[src/rtl/pipe_hazard_ctrl.sv]
// Pipeline hazard controller: load-use stalls, branch squash, operand forwarding, mul/div occupancy.
// Optional stall counter enabled by defining HAZ_STALL_CNT_EN.
module pipe_hazard_ctrl #(
  parameter int unsigned MD_LAT = 4
`ifdef HAZ_STALL_CNT_EN
  , parameter int unsigned CNT_W = 16
`endif
) (
  input  logic       clk,
  input  logic       clr,
  input  logic [4:0] id_rs,
  input  logic [4:0] id_rt,
  input  logic       id_use_rs,
  input  logic       id_use_rt,
  input  logic       id_md,
  input  logic       id_jmp,
  input  logic       e_wreg,
  input  logic       e_m2reg,
  input  logic [4:0] e_rn,
  input  logic       m_wreg,
  input  logic       m_m2reg,
  input  logic [4:0] m_rn,
  output logic       wpcir,
  output logic       bubble,
  output logic       flush_if,
  output logic [1:0] fwda,
  output logic [1:0] fwdb,
  output logic       md_busy
`ifdef HAZ_STALL_CNT_EN
  , output logic [CNT_W-1:0] stall_cnt
`endif
);

  localparam int unsigned MD_CNT_W = 4;
  localparam logic [MD_CNT_W-1:0] MD_CNT_INIT = MD_CNT_W'(MD_LAT - 2);

  typedef enum logic {
    ST_RUN = 1'b0,
    ST_MD  = 1'b1
  } state_e;

  state_e              state_q, state_d;
  logic [MD_CNT_W-1:0] cnt_q, cnt_d;
  logic                load_use;

  // Load in EX whose destination is read by the ID instruction.
  always_comb begin : load_use_detect
    load_use = e_wreg && e_m2reg && (e_rn != 5'd0) &&
               ((id_use_rs && (id_rs == e_rn)) || (id_use_rt && (id_rt == e_rn)));
  end

  always_comb begin : hazard_fsm
    state_d  = state_q;
    cnt_d    = cnt_q;
    wpcir    = 1'b1;
    bubble   = 1'b0;
    flush_if = 1'b0;
    md_busy  = 1'b0;
    if (!clr) begin
      case (state_q)
        ST_RUN: begin
          if (load_use) begin
            wpcir  = 1'b0;
            bubble = 1'b1;
          end else begin
            flush_if = id_jmp;
            if (id_md) begin
              state_d = ST_MD;
              cnt_d   = MD_CNT_INIT;
            end
          end
        end
        ST_MD: begin
          wpcir   = 1'b0;
          bubble  = 1'b1;
          md_busy = 1'b1;
          if (cnt_q == '0) begin
            state_d = ST_RUN;
          end else begin
            cnt_d = cnt_q - MD_CNT_W'(1);
          end
        end
        default: state_d = ST_RUN;
      endcase
    end
  end

  // EX ALU result beats MEM; a load still in EX is never a forwarding source.
  always_comb begin : fwd_select
    fwda = 2'b00;
    fwdb = 2'b00;
    if (!clr) begin
      if (e_wreg && !e_m2reg && (e_rn != 5'd0) && (e_rn == id_rs)) begin
        fwda = 2'b01;
      end else if (m_wreg && (m_rn != 5'd0) && (m_rn == id_rs)) begin
        fwda = m_m2reg ? 2'b11 : 2'b10;
      end
      if (e_wreg && !e_m2reg && (e_rn != 5'd0) && (e_rn == id_rt)) begin
        fwdb = 2'b01;
      end else if (m_wreg && (m_rn != 5'd0) && (m_rn == id_rt)) begin
        fwdb = m_m2reg ? 2'b11 : 2'b10;
      end
    end
  end

  always_ff @(posedge clk) begin : state_reg
    if (clr) begin
      state_q <= ST_RUN;
      cnt_q   <= '0;
    end else begin
      state_q <= state_d;
      cnt_q   <= cnt_d;
    end
  end

`ifdef HAZ_STALL_CNT_EN
  logic [CNT_W-1:0] stall_cnt_q, stall_cnt_d;

  // Saturating count of cycles in which the front end was held.
  always_comb begin : stall_cnt_next
    stall_cnt_d = stall_cnt_q;
    if (!wpcir && (stall_cnt_q != '1)) begin
      stall_cnt_d = stall_cnt_q + CNT_W'(1);
    end
  end

  always_ff @(posedge clk) begin : stall_cnt_reg
    if (clr) begin
      stall_cnt_q <= '0;
    end else begin
      stall_cnt_q <= stall_cnt_d;
    end
  end

  assign stall_cnt = stall_cnt_q;
`endif

endmodule

[config.mk]
export PLATFORM = sky130hd
export DESIGN_NAME = pipe_hazard_ctrl
export DESIGN_NICKNAME = d
export VERILOG_FILES = /design/src/rtl/pipe_hazard_ctrl.sv
export SDC_FILE = /design/constraint.sdc
export NUM_CORES = 1
export LEC_CHECK = 0
export CORE_UTILIZATION = 30
export DETAILED_ROUTE_END_ITERATION = 6
export RECOVER_POWER = 25
export SKIP_LAST_GASP = 1
export SYNTH_ARGS = -nofsm -noshare
export SYNTH_HDL_FRONTEND = slang
export SYNTH_SLANG_ARGS = --single-unit
[constraint.sdc]
create_clock -name clk -period 3.15 [get_ports clk]
set_input_delay 0.63 -clock clk [delete_from_list [all_inputs] [get_ports clk]]
set_output_delay 0.63 -clock clk [all_outputs]
set_load 0.02 [all_outputs]
==> results.cfg <==
[floorplan]
fp.dieW_um = 49.8
die_y_um = 49.8
core_sq_um = 2060
die-area_sq_um = 2480
rows = 16
initial_utilization_pct = 33.3
pin_count = 38

[placement]
numPortBuffers = 37
hpwlAfterDp_mm = 1.98
dpl.cell_count = 178
globalplace.congestion = 0.791

[route]
wl_per_cell_um = 12.4
viasPerCell = 4.87
vias = 887
drcViolationCount = 0
ant_nets = 0
finalWirelength_mm = 2.26
drt-pass1-iter-count = 4
drt-initial-drc-count = 8

[sta]
fmax_mhz = 323
max_slew.worst_pin.slew_ns = 0.445
setup_viol_count_final = 0
fin_skew_ns = 0.0000235
rsz0062_at_grt = true
timing.final.crit_share_pct = 98.4
period_needed_ns = 3.10
hold_viol = 0
worst_slew_margin_rel_pct = 70.0
drv_slew = 0
whs_ns = 0.516

[clock_tree]
clkSinkCount = 5
cts-root-buf = clkbuf_4
tritoncts = built
h-tree-depth = 1
ctsHoldBuffers = 0
clockBufferDepth = 2
worstSkewPairLatency_ns = 0.24
cts.repair_timing.setup_buffer_count = 0
cts-buffers-inserted = 3
cts.clk_slew.worst_paths_ns = 0.04

[finish]
nets = 187
drive_gt1_share_pct = 25.8
syn2layout_area_growth_pct = 88.7
stdcell_count = 182
antenna-diode-count = 0
final_core_util_pct = 62.7

[outcome]
status = finished clean

[global_routing]
grt_use_total_pct = 19.8
grt_remaining_overflow = 0
first_global_vias = 919
grt_antenna_before_repair = 0
grt_max_degree = 14
grt_pass1_wl_mm = 3.69

[synthesis]
syn_avg_cell_area_sq_um = 7.62
synth_cells = 90
synth-edff-count = 0
ys_seq_elements = 5
yosysSeqAreaShare_pct = 14.6
synthFlopType = dfxtp_1
synth_cell_types = 36
yosysWarningCount = 0
netlist_area_sq_um = 686
synth_nets = 121
async_reset_ff_share_pct = 0

[critical_path]
start_kind = input port
crit_type = input port to primary output
cp.arrival_ns = 2.47
r2r.worst_path.cells = 7
critPathCaptureType = primary output
crit_fanout = 2
cp.required_ns = 2.52

[job]
drv_cap = 0

[power]
peakVddDrop_uv = 169
p_per_area_nw_per_um2 = 233
p_leak_nw = 0.556

[worst_hold_path]
holdPathStages = 2
min_path_type = flop to flop
[worst max-delay path, cell delays in order]
cell and delay [ns]:
clkdlybuf4s50_1 0.43, or4_1 0.56, o21ai_2 0.15, nor4_1 0.08, buf_4 0.14, nand4_1 0.08, o41ai_1 0.07, dlygate4sd2_1 0.33
[area by class of cell]
cell class	count	area, sq um
multi-input combinational	78	564
sequential	5	100
clock buffer	4	26.3
timing repair buffer	63	551
tap	27	33.8
fill	201	768
inverter	5	18.8
[sequential cells by signal, indices dropped and copies added (netlist names)]
| name | flops |
|---|---|
| cnt_q | 4 |
| state_q | 1 |
[layer usage]
| layer | vias to the layer above | wire length, um | global-route usage, % |
|---|---|---|---|
| met5 | - | 0 | 0 |
| met4 | 0 | 31 | 10.0 |
| met1 | 396 | 958 | 20.6 |
| met2 | 30 | 1200 | 37.8 |
| li1 | 457 | - | - |
| met3 | 4 | 75 | 2.78 |
[power by group]
group	internal [mW]	leakage (nW)	switching, mW	total (mW)
Combinational	0.0863	0.500	0.0639	0.150
Sequential	0.0682	0.0410	0.00811	0.0763
Clock	0.0479	0.0150	0.0264	0.0743
[placed cells by master (no fill, tap or decap), types with 2 or more instances in the layout]
master,n
nand4_1,2
o41ai_1,3
buf_4,26
clkbuf_2,2
nand2_1,6
nand3_1,2
dfxtp_1,5
nor2_1,8
a211oi_1,2
nor3_1,7
xnor2_1,4
nor2b_1,2
xor2_1,16
clkdlybuf4s50_1,30
and3_2,2
inv_1,5
clkbuf_4,3
a21oi_1,3
nor4_1,2
o21ai_2,2
dlygate4sd2_1,4
[cell families (layout without fill, tap and decap cells)]
logic type,Yosys count,count (layout),synth area share (%)
DFF,5,5,14.6
adders and majority gates,1,1,1.82
AOI/OAI and AO/OA,21,21,24.5
xor gates and xnor gates,20,20,25.5
buffers and inverters,7,72,3.83
and+or+nand+nor,36,36,29.7
[stage by stage]
step	setup slack, ns	total power [mW]	cell area (sq um)	setup TNS (ns)
after floorplan	0.643	0.138	686	0
after global placement	-0.292	0.226	1280	-1.75
after detailed placement	-0.285	0.229	1280	-1.80
after CTS	0.000414	0.304	1290	0
after global routing	-0.0391	0.322	1290	-0.0391
final	0.0520	0.301	1290	0
[repair_timing]
item                                    4_1_cts  5_1_grt
endpoints found under the setup margin        7        6
gates resized for setup                       8        7
gates cloned                                  0        0
[worst paths after layout]
kind,start,end,slack [ns]
max,m_rn[1],fwdb[0],0.05
min,cnt_q[1],cnt_q[1],0.52
max reg2reg,cnt_q[0],cnt_q[1],1.61
min reg2reg,cnt_q[1],cnt_q[1],0.52
[cells in the mapped netlist (2+ instances only)]
cell,number,area share [%]
o41ai_1,3,3.8
nand4_1,2,1.8
a21oi_1,3,2.2
nor2b_1,2,1.8
nand2_1,6,3.3
xnor2_1,4,5.1
nor3_1,7,5.1
a211oi_1,2,2.2
xor2_1,16,20
nor4_1,2,1.8
inv_1,5,2.7
nand3_1,2,1.5
nor2_1,8,4.4
dfxtp_1,5,15
o21ai_0,2,1.5
(Power assumes the default switching activity.)
